===== src/rtl/sync_fifo_ctrl_pkg.sv =====
// Shared constants and helpers for the single-clock FIFO controller.
//   fifo_depth(asize)  : number of storage words, 2**asize
//   count_width(asize) : width of occupancy count and pointers, asize+1
//   FWFT_STD / FWFT_FALL : read-mode selector values for the FWFT parameter
package sync_fifo_ctrl_pkg;

    localparam int FWFT_STD  = 0;
    localparam int FWFT_FALL = 1;

    function automatic int fifo_depth(input int asize);
        return 32'sd1 << asize;
    endfunction

    function automatic int count_width(input int asize);
        return asize + 32'sd1;
    endfunction

endpackage


===== src/rtl/sync_fifo_ram.sv =====
// DEPTH x DSIZE storage array for the single-clock FIFO.
// Ports:
//   clk     : write clock, rising edge
//   wr_en   : write strobe; wr_data stored at wr_addr on the edge
//   wr_addr : write address
//   wr_data : write data
//   rd_addr : read address (asynchronous read)
//   rd_data : word currently stored at rd_addr
// Contents are intentionally not reset.
module sync_fifo_ram #(
    parameter int DSIZE = 8,
    parameter int ASIZE = 4
) (
    input  logic             clk,
    input  logic             wr_en,
    input  logic [ASIZE-1:0] wr_addr,
    input  logic [DSIZE-1:0] wr_data,
    input  logic [ASIZE-1:0] rd_addr,
    output logic [DSIZE-1:0] rd_data
);

    logic [DSIZE-1:0] mem_q [1 << ASIZE];

    // Synchronous write port
    always_ff @(posedge clk) begin
        if (wr_en) begin
            mem_q[wr_addr] <= wr_data;
        end
    end

    assign rd_data = mem_q[rd_addr];

endmodule


===== src/rtl/sync_fifo_ctrl.sv =====
// Single-clock FIFO controller with integrated storage.
// Ports:
//   clk, rst      : rising-edge clock, asynchronous active-low reset
//   wr_data/wr_inc: write word and write request
//   rd_inc        : read request (pop)
//   flush         : synchronous clear of pointers and count
//   err_clr       : synchronous clear of sticky overflow/underflow
//   rd_data       : read word (registered in standard mode, head-of-queue in FWFT mode)
//   wr_full, wr_afull, rd_empty, rd_aempty : status flags decoded from occupancy
//   count         : occupancy 0..DEPTH
//   overflow, underflow : sticky error flags
module sync_fifo_ctrl
    import sync_fifo_ctrl_pkg::*;
#(
    parameter int DSIZE    = 8,
    parameter int ASIZE    = 4,
    parameter int FWFT     = 0,
    parameter int AF_LEVEL = (1 << ASIZE) - 2,
    parameter int AE_LEVEL = 2
) (
    input  logic             clk,
    input  logic             rst,
    input  logic [DSIZE-1:0] wr_data,
    input  logic             wr_inc,
    input  logic             rd_inc,
    input  logic             flush,
    input  logic             err_clr,
    output logic [DSIZE-1:0] rd_data,
    output logic             wr_full,
    output logic             wr_afull,
    output logic             rd_empty,
    output logic             rd_aempty,
    output logic [ASIZE:0]   count,
    output logic             overflow,
    output logic             underflow
);

    localparam int DEPTH = fifo_depth(ASIZE);
    localparam int CW    = count_width(ASIZE);

    localparam logic [CW-1:0]    ZERO_C  = '0;
    localparam logic [CW-1:0]    ONE_C   = CW'(1);
    localparam logic [CW-1:0]    DEPTH_C = CW'(DEPTH);
    localparam logic [CW-1:0]    AF_C    = CW'(AF_LEVEL);
    localparam logic [CW-1:0]    AE_C    = CW'(AE_LEVEL);
    localparam logic [DSIZE-1:0] DZERO_C = '0;

    // Reject illegal threshold settings while elaborating
    if ((AF_LEVEL < 1) || (AF_LEVEL > DEPTH) || (AE_LEVEL < 0) || (AE_LEVEL >= DEPTH)) begin : g_bad_levels
        $error("sync_fifo_ctrl: AF_LEVEL/AE_LEVEL out of range");
    end

    logic [CW-1:0]    wr_ptr_q, wr_ptr_d;
    logic [CW-1:0]    rd_ptr_q, rd_ptr_d;
    logic [CW-1:0]    count_q, count_d;
    logic             wr_full_q, wr_full_d;
    logic             wr_afull_q, wr_afull_d;
    logic             rd_empty_q, rd_empty_d;
    logic             rd_aempty_q, rd_aempty_d;
    logic             overflow_q, overflow_d;
    logic             underflow_q, underflow_d;
    logic [DSIZE-1:0] rd_data_q, rd_data_d;

    logic             wr_acc_s;
    logic             rd_acc_s;
    logic [DSIZE-1:0] ram_rdata_s;
    logic [DSIZE-1:0] rd_data_s;

    sync_fifo_ram #(
        .DSIZE (DSIZE),
        .ASIZE (ASIZE)
    ) u_ram (
        .clk     (clk),
        .wr_en   (wr_acc_s),
        .wr_addr (wr_ptr_q[ASIZE-1:0]),
        .wr_data (wr_data),
        .rd_addr (rd_ptr_q[ASIZE-1:0]),
        .rd_data (ram_rdata_s)
    );

    // Next-state: acceptance, pointers, occupancy, flags, sticky errors, read register
    always_comb begin
        // Acceptance looks only at the registered flags, so a same-cycle pop
        // never makes room for a push into a full FIFO. Flush suppresses both.
        wr_acc_s    = wr_inc && !wr_full_q && !flush;
        rd_acc_s    = rd_inc && !rd_empty_q && !flush;

        wr_ptr_d    = wr_ptr_q;
        rd_ptr_d    = rd_ptr_q;
        count_d     = count_q;
        overflow_d  = overflow_q;
        underflow_d = underflow_q;
        rd_data_d   = rd_data_q;

        if (flush) begin
            wr_ptr_d = ZERO_C;
            rd_ptr_d = ZERO_C;
            count_d  = ZERO_C;
        end else begin
            if (wr_acc_s) begin
                wr_ptr_d = wr_ptr_q + ONE_C;
            end else begin
                wr_ptr_d = wr_ptr_q;
            end
            if (rd_acc_s) begin
                rd_ptr_d = rd_ptr_q + ONE_C;
            end else begin
                rd_ptr_d = rd_ptr_q;
            end
            case ({wr_acc_s, rd_acc_s})
                2'b10:   count_d = count_q + ONE_C;
                2'b01:   count_d = count_q - ONE_C;
                default: count_d = count_q;
            endcase
        end

        // Standard mode: capture the head word on an accepted pop, else hold
        if (rd_acc_s) begin
            rd_data_d = ram_rdata_s;
        end else begin
            rd_data_d = rd_data_q;
        end

        // Sticky errors: a new event wins over a same-cycle clear; flush never sets them
        if (wr_inc && wr_full_q && !flush) begin
            overflow_d = 1'b1;
        end else if (err_clr) begin
            overflow_d = 1'b0;
        end else begin
            overflow_d = overflow_q;
        end
        if (rd_inc && rd_empty_q && !flush) begin
            underflow_d = 1'b1;
        end else if (err_clr) begin
            underflow_d = 1'b0;
        end else begin
            underflow_d = underflow_q;
        end

        // Flags are decoded from next count and registered alongside it
        wr_full_d   = (count_d == DEPTH_C);
        wr_afull_d  = (count_d >= AF_C);
        rd_empty_d  = (count_d == ZERO_C);
        rd_aempty_d = (count_d <= AE_C);
    end

    // State registers with asynchronous active-low reset
    always_ff @(posedge clk or negedge rst) begin
        if (!rst) begin
            wr_ptr_q    <= ZERO_C;
            rd_ptr_q    <= ZERO_C;
            count_q     <= ZERO_C;
            wr_full_q   <= 1'b0;
            wr_afull_q  <= 1'b0;
            rd_empty_q  <= 1'b1;
            rd_aempty_q <= 1'b1;
            overflow_q  <= 1'b0;
            underflow_q <= 1'b0;
            rd_data_q   <= DZERO_C;
        end else begin
            wr_ptr_q    <= wr_ptr_d;
            rd_ptr_q    <= rd_ptr_d;
            count_q     <= count_d;
            wr_full_q   <= wr_full_d;
            wr_afull_q  <= wr_afull_d;
            rd_empty_q  <= rd_empty_d;
            rd_aempty_q <= rd_aempty_d;
            overflow_q  <= overflow_d;
            underflow_q <= underflow_d;
            rd_data_q   <= rd_data_d;
        end
    end

    // Read-data selection: FWFT shows the head word directly, forced to zero when empty
    always_comb begin
        rd_data_s = rd_data_q;
        if (FWFT == FWFT_FALL) begin
            if (rd_empty_q) begin
                rd_data_s = DZERO_C;
            end else begin
                rd_data_s = ram_rdata_s;
            end
        end else begin
            rd_data_s = rd_data_q;
        end
    end

    assign rd_data   = rd_data_s;
    assign wr_full   = wr_full_q;
    assign wr_afull  = wr_afull_q;
    assign rd_empty  = rd_empty_q;
    assign rd_aempty = rd_aempty_q;
    assign count     = count_q;
    assign overflow  = overflow_q;
    assign underflow = underflow_q;

endmodule


===== config.mk =====
export PLATFORM = sky130hd
export DESIGN_NAME = sync_fifo_ctrl
export DESIGN_NICKNAME = d
export VERILOG_FILES = /design/src/rtl/sync_fifo_ctrl_pkg.sv /design/src/rtl/sync_fifo_ram.sv /design/src/rtl/sync_fifo_ctrl.sv
export SDC_FILE = /design/constraint.sdc
export NUM_CORES = 1
export LEC_CHECK = 0
export BUFFER_PORTS_ARGS = -buffer_cell sky130_fd_sc_hd__buf_2
export CORE_ASPECT_RATIO = 1.4
export CORE_MARGIN = 1
export CORE_UTILIZATION = 60
export DETAILED_ROUTE_END_ITERATION = 10
export GPL_ROUTABILITY_DRIVEN = 0
export GPL_TIMING_DRIVEN = 0
export PLACE_DENSITY = 0.81
export SLEW_MARGIN = 20
export SYNTH_ARGS = -nofsm -noshare
export SYNTH_HDL_FRONTEND = slang
export SYNTH_SLANG_ARGS = --single-unit

===== constraint.sdc =====
create_clock -name clk -period 6.85 [get_ports clk]
set_clock_uncertainty 0.15 [all_clocks]
set_input_delay 1.0275 -clock clk [delete_from_list [all_inputs] [get_ports clk]]
set_output_delay 1.0275 -clock clk [all_outputs]
set_load 0.02 [all_outputs]

==> flow_summary.rst, run 1 <==
.. list-table::
   :header-rows: 1

   * - Metric
     - Value
   * - Status
     - finished, final reports clean
   * - Post-layout power
     - 2.10 mW
   * - Netlist cell types
     - 43
   * - Router iterations before antenna repair
     - 4
   * - Number of clock buffers inserted by TritonCTS
     - 17
   * - Initial DRC count
     - about 220
   * - Fraction of layout cells with a size suffix above 1
     - 0.273
   * - DRC errors left
     - 0
   * - Relative area change from synthesis to final layout
     - 13.4%
   * - Placeable Area
     - around 0.010 mm²
   * - Clock insertion delay at the later pin of the skew report
     - roughly 0.42 ns
   * - Number of placed instances with taps included
     - around 500
   * - Startpoint kind of the worst setup timing path
     - primary input
   * - WS Path Type
     - in -> reg
   * - Dpl cell area
     - 0.00664 mm²
   * - Maximum root-to-sink buffer count
     - 2
   * - Clock-pin slew reported for the worst setup and hold paths after clock tree synthesis
     - 0.06 ns
   * - Number of endpoints with negative hold slack in the final report
     - 0
   * - Initial Utilization
     - 0.627
   * - Hold-fix buffers, CTS
     - 0
   * - Final design area excluding fillers
     - 0.00715 mm²
   * - IR Drop Worst-Case VDD
     - 0.202 mV
   * - Type of element capturing the critical path
     - flip-flop
   * - Vias in the first global route
     - 3418
   * - Pin count of the biggest net entering global routing
     - 28
   * - Number of cells upsized or downsized after cts
     - 0
   * - Count of boundary I/O pins
     - 33
   * - First-pass GRT wire length
     - about 19 mm
   * - Cell count after synthesis
     - 347
   * - Number of buffers added for setup after CTS
     - 0
   * - Width of the die
     - a little under 90 µm
   * - Detailed-placement wirelength estimate
     - 8.29 mm
   * - Flip-flop and latch count after synthesis
     - around 160
   * - Worst slack at placement
     - 3.01 ns
   * - Ratio of total power to cell area
     - 294 mW/mm²
   * - Yosys warning count
     - 0
   * - Maxcap violations
     - 0
   * - Port Buffers
     - 32
   * - Static leakage
     - roughly 2.5 nW
   * - Via density per instance
     - slightly above 6
   * - Post-Synthesis Net Count
     - roughly 370
   * - Std cell rows
     - between 40 and 50
   * - Synth Area per Inst
     - 18.2 µm²
   * - Vias after detailed routing
     - 3317
   * - Final min period
     - 3.42 ns
   * - GR Overflow Total
     - 0
   * - Maximum net fanout on the critical path
     - 5
   * - Vertical extent of the die
     - around 120 µm
   * - Die area
     - around 0.011 mm²
   * - Share of the cycle needed by the critical path after routing
     - 0.500
   * - Unrepaired setup endpoints after global routing
     - false
   * - Final setup vio count
     - 0
   * - Relative slew slack
     - 0.284
   * - Crit path required time
     - 7.02 ns
   * - Clock tree root buffer cell
     - clkbuf_16
   * - Number of diodes added for antenna fixing
     - 0
   * - Post-layout worst setup margin
     - approximately 3.4 ns
   * - Netlist Area Pre-Place
     - 0.00631 mm²
   * - Class of the tightest hold or removal check
     - reg -> reg
   * - Aggregate global-route resource usage
     - 0.258
   * - Pins over their slew limit
     - 0
   * - WP data arrival
     - 3.59 ns
   * - Clock tree from TritonCTS
     - done
   * - H-tree depth
     - 4
   * - Drt total wl
     - around 12 mm
   * - Sequential fraction of the synthesis area
     - 0.717
   * - Wire per inst
     - about 23 µm
   * - Number of sinks handled by clock tree synthesis
     - 155
   * - Final nets
     - 419
   * - Final non-filler cell total
     - approximately 550
   * - Final sum of negative setup slack
     - 0 ns
   * - Final-layout worst hold slack
     - 0.322 ns
   * - F_max
     - 292 MHz
   * - Post-route core utilization
     - 0.711
   * - Slew at the pin with the worst max-slew slack
     - about 1.1 ns
   * - DRT antenna net count
     - 0
   * - Number of antenna violations at the first check in global routing
     - 0
logic make-up (layout without fill, tap and decap cells):
logic type	after synthesis	after routing	share of synthesized area
flip-flops	155	155	0.717
AND/OR/NAND/NOR	92	92	0.0730
multiplexers	42	42	0.146
buffers and inverters	24	87	0.0151
AO/OA/AOI/OAI	18	18	0.0224
XOR/XNOR	9	9	0.0125
adder cells (fa/ha/maj)	7	7	0.0139
per-layer routing:
metal	vias up	routed length (µm)	track usage
met4	0	522	0.148
met5	-	0	0
met2	144	6520	0.425
met1	1693	4730	0.315
li1	1452	-	-
met3	28	700	0.0567
layout make-up:
cell class,count,area (µm²)
clock inverter,12,77.6
multi-input combinational,168,1690
inverter,7,26.3
timing repair buffer,32,160
clock buffer,19,433
fill,634,2910
sequential,155,4520
tap,135,169
buffer,17,68.8
worst paths after layout:
| check | from | to | slack, ns | cells past startpoint |
|---|---|---|---|---|
| setup reg to reg | rd_empty | wr_full | 3.81 | 10 |
| max in group asynchronous | rst | rd_ptr_q[0] | 5.71 | 1 |
| min in group asynchronous | rst | rd_data[2] | 0.45 | 1 |
| hold / removal | rd_data[4] | rd_data[4] | 0.32 | 2 |
| hold reg to reg | rd_data[4] | rd_data[4] | 0.32 | 2 |
| setup / recovery | flush | wr_full | 3.43 | 11 |
critical path, stage by stage:
cell	delay, ns
buf_2	0.13
or3b_4	0.42
inv_1	0.10
nand2_1	0.09
xnor2_1	0.15
ha_1	0.23
o41ai_1	0.24
nor3_1	0.09
a2111oi_1	0.54
xnor2_1	0.26
nor4bb_1	0.31
cells in the mapped netlist:
master	count	area share
and4_4	1	0.0018
dfstp_2	2	0.0083
ha_1	7	0.014
mux4_2	40	0.14
or2_2	2	0.0020
a41o_1	1	0.0016
edfxtp_1	128	0.61
buf_2	4	0.0032
o22ai_1	2	0.0020
dfrtp_1	25	0.099
o32ai_2	1	0.0026
o211ai_1	1	0.0012
o21bai_1	1	0.0012
or4_4	1	0.0018
o41ai_1	1	0.0014
nand4_1	2	0.0020
a211o_1	1	0.0014
nor3_1	4	0.0032
clkbuf_1	13	0.0077
nand2b_1	4	0.0040
a31o_1	1	0.0014
or4_1	1	0.0012
o21ai_0	1	0.00079
nor4b_1	1	0.0014
or3b_4	1	0.0018
o2111ai_1	1	0.0014
nand2_1	36	0.021
and3b_1	1	0.0014
xor2_1	5	0.0069
a21oi_1	2	0.0016
a31oi_1	2	0.0020
and3_1	1	0.00099
nor3b_1	2	0.0024
nor2b_1	3	0.0030
nor2_1	19	0.011
xnor2_1	4	0.0056
a21o_1	1	0.0012
a211oi_1	1	0.0012
nor4bb_1	1	0.0016
and2_1	12	0.012
a2111oi_1	1	0.0016
inv_1	7	0.0042
mux2i_1	2	0.0032
power breakdown:
group          leakage [nW]  total [mW]  internal, mW  switching [mW]
Clock                 0.236       0.810         0.456           0.354
Sequential             1.51        1.08          1.06          0.0204
Combinational         0.743       0.217        0.0864           0.131
Total                  2.49        2.10          1.60           0.505
state kept, by name, summed over array words and instances, names as in the netlist:
register     count
underflow        1
rd_aempty        1
rd_data          8
wr_ptr_q         4
rd_ptr_q         4
wr_full          1
wr_afull         1
rd_empty         1
overflow         1
count            5
u_ram.mem_q    128
cells in the final DEF (no fill, tap or decap), types with 3 or more instances in the layout:
master,synthesis,routed
clkbuf_1,13,15
inv_1,7,7
nor3_1,4,3
nand2_1,36,36
clkbuf_16,0,17
mux4_2,40,40
xor2_1,5,5
nand2b_1,4,4
xnor2_1,4,4
ha_1,7,7
clkinv_2,0,3
nor2_1,19,19
clkinvlp_4,0,5
nor2b_1,3,3
dfrtp_1,25,25
and2_1,12,12
edfxtp_1,128,128
buf_2,4,36
Power figures use the tool's default switching activity.
==> run 2, diff against run 1 <==
- clock period: 6.85 -> 3.35 ns (I/O delays scaled with it)
==> flow_summary.rst, run 2 (synthesized netlist as in run 1, its figures left out) <==
.. list-table::
   :header-rows: 1

   * - Metric
     - Value
   * - Width of the die
     - 88.6 µm (unchanged)
   * - Final setup vio count
     - 0 (unchanged)
   * - Pin count of the biggest net entering global routing
     - 28 (unchanged)
   * - Initial Utilization
     - 0.627 (unchanged)
   * - Origin of the critical flop-to-flop path
     - rd_empty (unchanged)
   * - Leading cell type in the layout, fill and taps excluded
     - edfxtp_1 (unchanged)
   * - Maximum root-to-sink buffer count
     - 2 (unchanged)
   * - WP data arrival
     - 3.20 ns (was 3.59 ns)
   * - F_max
     - about 330 MHz
   * - Number of sinks handled by clock tree synthesis
     - 155 (unchanged)
   * - Initial DRC count
     - 231 (was 222)
   * - Final-layout worst hold slack
     - 0.144 ns (was 0.322 ns)
   * - Aggregate global-route resource usage
     - 0.259 (was 0.258)
   * - Die area
     - 0.0109 mm² (unchanged)
   * - Setup crit start
     - rd_empty (was flush)
   * - Vias after detailed routing
     - 3273 (was 3317)
   * - Vertical extent of the die
     - 123 µm (unchanged)
   * - Share of the cycle needed by the critical path after routing
     - 0.905
   * - Type of element capturing the critical path
     - flip-flop (unchanged)
   * - Maximum net fanout on the critical path
     - 5 (unchanged)
   * - Relative slew slack
     - 0.298 (was 0.284)
   * - Class of the tightest hold or removal check
     - in -> reg (was reg -> reg)
   * - Maxcap violations
     - 0 (unchanged)
   * - Final nets
     - 420 (was 419)
   * - Number of antenna violations at the first check in global routing
     - 0 (unchanged)
   * - Final sum of negative setup slack
     - 0 ns (unchanged)
   * - Min-Delay Startpoint
     - err_clr (was rd_data[4])
   * - Crit path required time
     - 3.52 ns (was 7.02 ns)
   * - Detailed-placement wirelength estimate
     - 8.29 mm (unchanged)
   * - Clock tree root buffer cell
     - clkbuf_16 (unchanged)
   * - Port Buffers
     - 32 (unchanged)
   * - Placeable Area
     - 0.0101 mm² (unchanged)
   * - Clock tree from TritonCTS
     - done (unchanged)
   * - Post-layout power
     - 4.30 mW (was 2.10 mW)
   * - Fraction of layout cells with a size suffix above 1
     - 0.273 (about the same)
   * - Count of boundary I/O pins
     - 33 (unchanged)
   * - First-pass GRT wire length
     - 19.1 mm (about the same)
   * - Relative area change from synthesis to final layout
     - 13.6% (was 13.4%)
   * - DRT antenna net count
     - 0 (unchanged)
   * - Clock-pin slew reported for the worst setup and hold paths after clock tree synthesis
     - 0.06 ns (about the same)
   * - Number of buffers added for setup after CTS
     - 0 (unchanged)
   * - Final min period
     - approximately 3.0 ns
   * - H-tree depth
     - 4 (unchanged)
   * - Largest register FFs
     - 128 (unchanged)
   * - Commonest cells after routing, fill and taps aside
     - edfxtp_1 (128), mux4_2 (40), nand2_1 (36), buf_2 (36), dfrtp_1 (25) (unchanged)
   * - Wire per inst
     - 22.7 µm (was 22.9 µm)
   * - Slew at the pin with the worst max-slew slack
     - 1.05 ns (was 1.07 ns)
   * - Static leakage
     - 2.49 nW (about the same)
   * - Number of clock buffers inserted by TritonCTS
     - 17 (unchanged)
   * - Vias in the first global route
     - 3426 (was 3418)
   * - Ratio of total power to cell area
     - 600 mW/mm² (was 294 mW/mm²)
   * - Drt total wl
     - 12.4 mm (was 12.5 mm)
   * - IR Drop Worst-Case VDD
     - 0.412 mV (was 0.202 mV)
   * - Number of endpoints with negative hold slack in the final report
     - 0 (unchanged)
   * - Status
     - finished, final reports clean (unchanged)
   * - Most flops, register
     - u_ram.mem_q (unchanged)
   * - Number of diodes added for antenna fixing
     - 0 (unchanged)
   * - GR Overflow Total
     - 0 (unchanged)
   * - Via density per instance
     - 5.99 (was 6.09)
   * - Post-route core utilization
     - 0.712 (was 0.711)
   * - DRC errors left
     - 0 (unchanged)
   * - WS Path Type
     - reg -> reg (was in -> reg)
   * - Pins over their slew limit
     - 0 (unchanged)
   * - Std cell rows
     - 43 (unchanged)
   * - Clock insertion delay at the later pin of the skew report
     - 0.42 ns (about the same)
   * - Unrepaired setup endpoints after global routing
     - false (unchanged)
   * - Startpoint kind of the worst setup timing path
     - flip-flop (was primary input)
   * - Router iterations before antenna repair
     - 4 (unchanged)
-- run 2: changes by cell type in the layout (fill, tap and decap cells not counted) --
cell	previous run	this run
dlygate4sd3_1	0	1
-- run 2: repair_timing --
action                                 CTS  global route
endpoints found under the hold margin   25             0
hold buffers                             1             0
resized for setup                        0             0
-- run 2: layout make-up --
cell class              count  area [µm²]
clock buffers              19         433
multi-input cells         168        1690
plain buffers              17        68.8
flip-flops and latches    155        4520
repair buffers             33         170
well taps                 135         169
clock inverters            12        77.6
inverters                   7        26.3
fillers                   632        2900
-- run 2: worst max-delay path, stage by stage, from the launching register on --
cell	delay, ns
dfstp_2	0.38
or3b_4	0.40
inv_1	0.10
nand2_1	0.09
xnor2_1	0.15
ha_1	0.23
o41ai_1	0.24
nor3_1	0.09
a2111oi_1	0.54
xnor2_1	0.26
nor4bb_1	0.30
-- run 2: worst paths after layout --
path | end | slack [ns] | cells after the start
worst max-delay path | wr_full | 0.32 | 10
worst min-delay path | underflow | 0.14 | 2
worst max register to register | wr_full | 0.32 | 10
worst min register to register | rd_data[4] | 0.32 | 2
max in group asynchronous | underflow | 2.18 | 2
min in group asynchronous | rd_data[5] | 0.48 | 2
-- run 2: routing by layer --
layer / share of wire / track usage
met1: 0.37 / 0.315
met2: 0.53 / 0.426
met3: 0.054 / 0.0567
met4: 0.045 / 0.148
met5: 0 / 0
-- run 2: through the flow --
stage	instances	instance area (µm²)	setup slack, ns
after floorplan	347	6310	0.560
after detailed placement	514	6640	0.0364
final	546	7160	0.319
after CTS	546	7160	0.303
after global placement	514	6640	0.113
after global routing	546	7160	0.253
-- run 2: power breakdown --
group,leakage (nW),internal [mW],switching [mW]
combinational,0.747,0.177,0.267
clock,0.236,0.932,0.719
sequential,1.51,2.16,0.0412
total,2.49,3.27,1.03
==> run 3, diff against run 2 <==
- CTS_BUF_LIST: default -> sky130_fd_sc_hd__clkbuf_2 sky130_fd_sc_hd__clkbuf_4 sky130_fd_sc_hd__clkbuf_8
- SYNTH_HIERARCHICAL: default -> 1
==> flow_summary.rst, run 3 <==
.. list-table::
   :header-rows: 1

   * - Metric
     - Value
   * - Status
     - finished, final reports clean (unchanged)
   * - Max stage delay cell, worst path
     - dfstp_2 (was a2111oi_1)
   * - Mux contribution to synthesized area
     - 0.147 (was 0.146)
   * - Clock insertion delay at the later pin of the skew report
     - 0.43 ns (was 0.42 ns)
   * - Count of boundary I/O pins
     - 33 (unchanged)
   * - Area share of the leading cell type in the synthesized netlist
     - 0.609 (was 0.610)
   * - Top cells by instance count after synthesis
     - edfxtp_1 (128), nor2_1 (27), dfrtp_1 (25), nand2_1 (19), mux4_2 (18) (was edfxtp_1 (128), mux4_2 (40), nand2_1 (36), dfrtp_1 (25), nor2_1 (19))
   * - Cell count after synthesis
     - 340 (was 347)
   * - Initial DRC count
     - 349 (was 231)
   * - Post-Synthesis Net Count
     - 358 (was 368)
   * - Number of antenna violations at the first check in global routing
     - 0 (unchanged)
   * - Net Sw Frac
     - 0.240 (was 0.239)
   * - Number of sinks handled by clock tree synthesis
     - 155 (unchanged)
   * - Hold Crit Depth
     - 2 (unchanged)
   * - Final nets
     - 410 (was 420)
   * - Post-layout worst setup margin
     - 0.372 ns (was 0.319 ns)
   * - Ys flop type
     - edfxtp_1 (unchanged)
   * - GR Overflow Total
     - 0 (unchanged)
   * - Clock tree from TritonCTS
     - done (unchanged)
   * - Crit path required time
     - 3.53 ns (was 3.52 ns)
   * - Area fraction in compound gates after synthesis
     - 0.0343 (was 0.0224)
   * - Min-Delay Startpoint
     - err_clr (unchanged)
   * - Commonest cells after routing, fill and taps aside
     - edfxtp_1 (128), buf_2 (36), nor2_1 (27), dfrtp_1 (25), nand2_1 (19) (was edfxtp_1 (128), mux4_2 (40), nand2_1 (36), buf_2 (36), dfrtp_1 (25))
   * - Clock tree root buffer cell
     - clkbuf_8 (was clkbuf_16)
   * - Share of the cycle needed by the critical path after routing
     - 0.889 (was 0.905)
   * - Class of the tightest hold or removal check
     - in -> reg (unchanged)
   * - Sequential fraction of the synthesis area
     - 0.716 (was 0.717)
   * - Footprint of the flip-flops and latches
     - 0.00452 mm² (unchanged)
   * - Final non-filler cell total
     - 538 (was 546)
   * - WS Path Type
     - reg -> reg (unchanged)
   * - Initial Utilization
     - 0.628 (was 0.627)
   * - Worst slack at placement
     - 0.131 ns (was 0.0364 ns)
   * - Yosys warning count
     - 6 (was 0)
   * - Static leakage
     - 2.48 nW (was 2.49 nW)
   * - Post-route core utilization
     - 0.699 (was 0.712)
   * - Port Buffers
     - 32 (unchanged)
   * - Count of flip-flops with a built-in enable after synthesis
     - 128 (unchanged)
   * - Internal power of the cells
     - 3.06 mW (was 3.27 mW)
   * - Aggregate global-route resource usage
     - 0.241 (was 0.259)
   * - Slew at the pin with the worst max-slew slack
     - 0.836 ns (was 1.05 ns)
   * - Drt total wl
     - 11.8 mm (was 12.4 mm)
   * - Vias after detailed routing
     - 3248 (was 3273)
   * - Die area
     - 0.0109 mm² (about the same)
   * - Relative area change from synthesis to final layout
     - 11.3% (was 13.6%)
   * - Maximum net fanout on the critical path
     - 10 (was 5)
   * - Placeable Area
     - 0.0101 mm² (unchanged)
   * - Maxcap violations
     - 0 (unchanged)
   * - Final sum of negative setup slack
     - 0 ns (unchanged)
   * - Relative contribution of sequential cells to total power
     - 0.552 (was 0.512)
   * - Maximum root-to-sink buffer count
     - 2 (unchanged)
   * - Dominant combinational cell family by area after synthesis
     - multiplexers (unchanged)
   * - Origin of the critical flop-to-flop path
     - rd_empty (unchanged)
   * - Netlist Area Pre-Place
     - 0.00632 mm² (was 0.00631 mm²)
   * - Number of buffers added for setup after CTS
     - 0 (unchanged)
   * - Cell-by-cell trace of the critical path
     - nor3b_4, buf_2, ha_1, a21o_1, nand2_1, a211o_1, a31oi_2, mux2_4, nor4_1 (was or3b_4, inv_1, nand2_1, xnor2_1, ha_1, o41ai_1, nor3_1, a2111oi_1, xnor2_1, nor4bb_1)
   * - WP data arrival
     - 3.16 ns (was 3.20 ns)
   * - Register-to-register path setup slack
     - 0.37 ns (was 0.32 ns)
   * - Unrepaired setup endpoints after global routing
     - false (unchanged)
   * - Pins over their slew limit
     - 0 (unchanged)
   * - Most flops, register
     - u_ram/mem_q (was u_ram.mem_q)
   * - Width of the die
     - 88.7 µm (was 88.6 µm)
   * - Final setup vio count
     - 0 (unchanged)
   * - Pin count of the biggest net entering global routing
     - 28 (unchanged)
   * - Synth Area per Inst
     - 18.6 µm² (was 18.2 µm²)
   * - Startpoint kind of the worst setup timing path
     - flip-flop (unchanged)
   * - Largest cells by area after synthesis
     - edfxtp_1 (61%), dfrtp_1 (9.9%), mux4_2 (6.4%) (was edfxtp_1 (61%), mux4_2 (14%), dfrtp_1 (9.9%))
   * - Number of placed instances with taps included
     - 507 (was 514)
   * - Via density per instance
     - 6.04 (was 5.99)
   * - First-pass GRT wire length
     - 17.9 mm (was 19.1 mm)
   * - Netlist cell types
     - 46 (was 43)
   * - Flip-flop and latch count after synthesis
     - 155 (unchanged)
   * - Leading cell type in the layout, fill and taps excluded
     - edfxtp_1 (unchanged)
   * - Capture point of the worst reg-to-reg path
     - rd_empty (was wr_full)
   * - Xor and xnor area share after synthesis
     - 0.0111 (was 0.0125)
   * - Final-layout worst hold slack
     - 0.118 ns (was 0.144 ns)
   * - Largest area contributor in the netlist
     - edfxtp_1 (unchanged)
   * - H-tree depth
     - 4 (unchanged)
   * - Number of cells upsized or downsized after cts
     - 0 (unchanged)
   * - Clk network pwr share
     - 0.314 (was 0.384)
   * - Detailed-placement wirelength estimate
     - 7.85 mm (was 8.29 mm)
   * - Critical path's largest stage delay
     - 0.40 ns (was 0.54 ns)
   * - Router iterations before antenna repair
     - 6 (was 4)
   * - Multi-input combinational cell area
     - 0.00169 mm² (about the same)
   * - Type of element capturing the critical path
     - flip-flop (unchanged)
   * - Std cell rows
     - 43 (unchanged)
   * - F_max
     - 336 MHz (was 330 MHz)
   * - Vias in the first global route
     - 3257 (was 3426)
   * - Vertical extent of the die
     - 123 µm (about the same)
   * - Wire per inst
     - 21.9 µm (was 22.7 µm)
   * - Relative slew slack
     - 0.441 (was 0.298)
   * - Adder-cell share of the synthesized area
     - 0.00792 (was 0.0139)
   * - IR Drop Worst-Case VDD
     - 0.309 mV (was 0.412 mV)
   * - Final min period
     - 2.98 ns (was 3.03 ns)
   * - Fraction of registers with async set/reset
     - 0.174 (unchanged)
   * - Path depth of the worst reg2reg path
     - 9 (was 10)
   * - Clock-pin slew reported for the worst setup and hold paths after clock tree synthesis
     - 0.08 ns (was 0.06 ns)
   * - Dominant cell by count in the synthesized netlist
     - edfxtp_1 (unchanged)
   * - Hold worst-path end
     - underflow (unchanged)
   * - Post-synthesis simple-gate area fraction
     - 0.0640 (was 0.0730)
   * - Largest register FFs
     - 128 (unchanged)
   * - Ratio of total power to cell area
     - 573 mW/mm² (was 600 mW/mm²)
   * - Fraction of layout cells with a size suffix above 1
     - 0.268 (was 0.273)
   * - Number of diodes added for antenna fixing
     - 0 (unchanged)
   * - Total of fill cells in the finished design
     - 681 (was 632)
   * - Number of endpoints with negative hold slack in the final report
     - 0 (unchanged)
   * - DRC errors left
     - 0 (unchanged)
   * - Power dissipated by switching net loads
     - 0.967 mW (was 1.03 mW)
   * - Gate power share
     - 0.134 (was 0.103)
   * - DRT antenna net count
     - 0 (unchanged)
   * - Number of clock buffers inserted by TritonCTS
     - 17 (unchanged)
[run 3: worst max-delay path: cells and delay by family (launching register included)]
| kind | cells | cell delay, ns |
|---|---|---|
| muxes | 1 | 0.35 |
| buffers and inverters | 1 | 0.31 |
| and+or+nand+nor | 3 | 0.61 |
| DFF | 1 | 0.40 |
| adders and majority gates | 1 | 0.32 |
| AOI/OAI and AO/OA | 3 | 0.74 |
[run 3: metrics by stage]
stage / power [mW] / cell area [µm²]
after CTS: 4.06 / 7030
after global routing: 4.19 / 7030
final: 4.03 / 7030
after global placement: 2.79 / 6650
after floorplan: 2.63 / 6320
after detailed placement: 2.81 / 6670
[run 3: timing repair]
| action | 4_1_cts | 5_1_grt |
|---|---|---|
| endpoints found under the setup margin | 0 | 0 |
| endpoints found under the hold margin | 25 | 0 |
| hold buffers | 1 | 0 |
[run 3: power groups by stage]
stage	Combinational, mW	Sequential (mW)	Clock (mW)
5_1_grt	0.586	2.24	1.37
4_1_cts	0.547	2.23	1.29
6_report	0.540	2.22	1.27
2_1_floorplan	0.291	2.33	0
3_3_place_gp	0.532	2.26	0
3_5_place_dp	0.543	2.27	0
[run 3: per-layer routing]
metal	vias to the layer above	wire length (µm)	global-route usage
met1	1651	4380	0.307
li1	1456	-	-
met2	121	6350	0.400
met4	0	313	0.101
met5	-	0	0
met3	20	724	0.0534
[run 3: logic make-up (layout without fill, tap and decap cells)]
logic type      count (synthesis)  after routing
compound gates                 29             29
flops                         155            155
simple gates                   78             78
buf+inv                        20             83
xor+xnor                        8              8
fa+ha+maj                       4              4
mux                            46             46
[run 3: area by class of cell]
cell class                      instances  share of cell area
Inverter                                6             0.00320
Tap cell                              135              0.0240
Clock buffer                           19              0.0354
Sequential cell                       155               0.643
Buffer                                 14              0.0146
Timing Repair Buffer                   33              0.0242
Clock inverter                         11              0.0150
Multi-Input combinational cell        165               0.240
[run 3: how the worst max path moves through the flow]
stage             start                end  cells past startpoint
3_3_place_gp     wr_inc  u_ram/mem_q[0][0]                      6
3_5_place_dp      flush            wr_full                     11
4_1_cts        rd_empty            wr_full                     10
6_report       rd_empty           rd_empty                      9
5_1_grt        rd_empty          rd_aempty                     10
2_1_floorplan     flush           rd_empty                      9
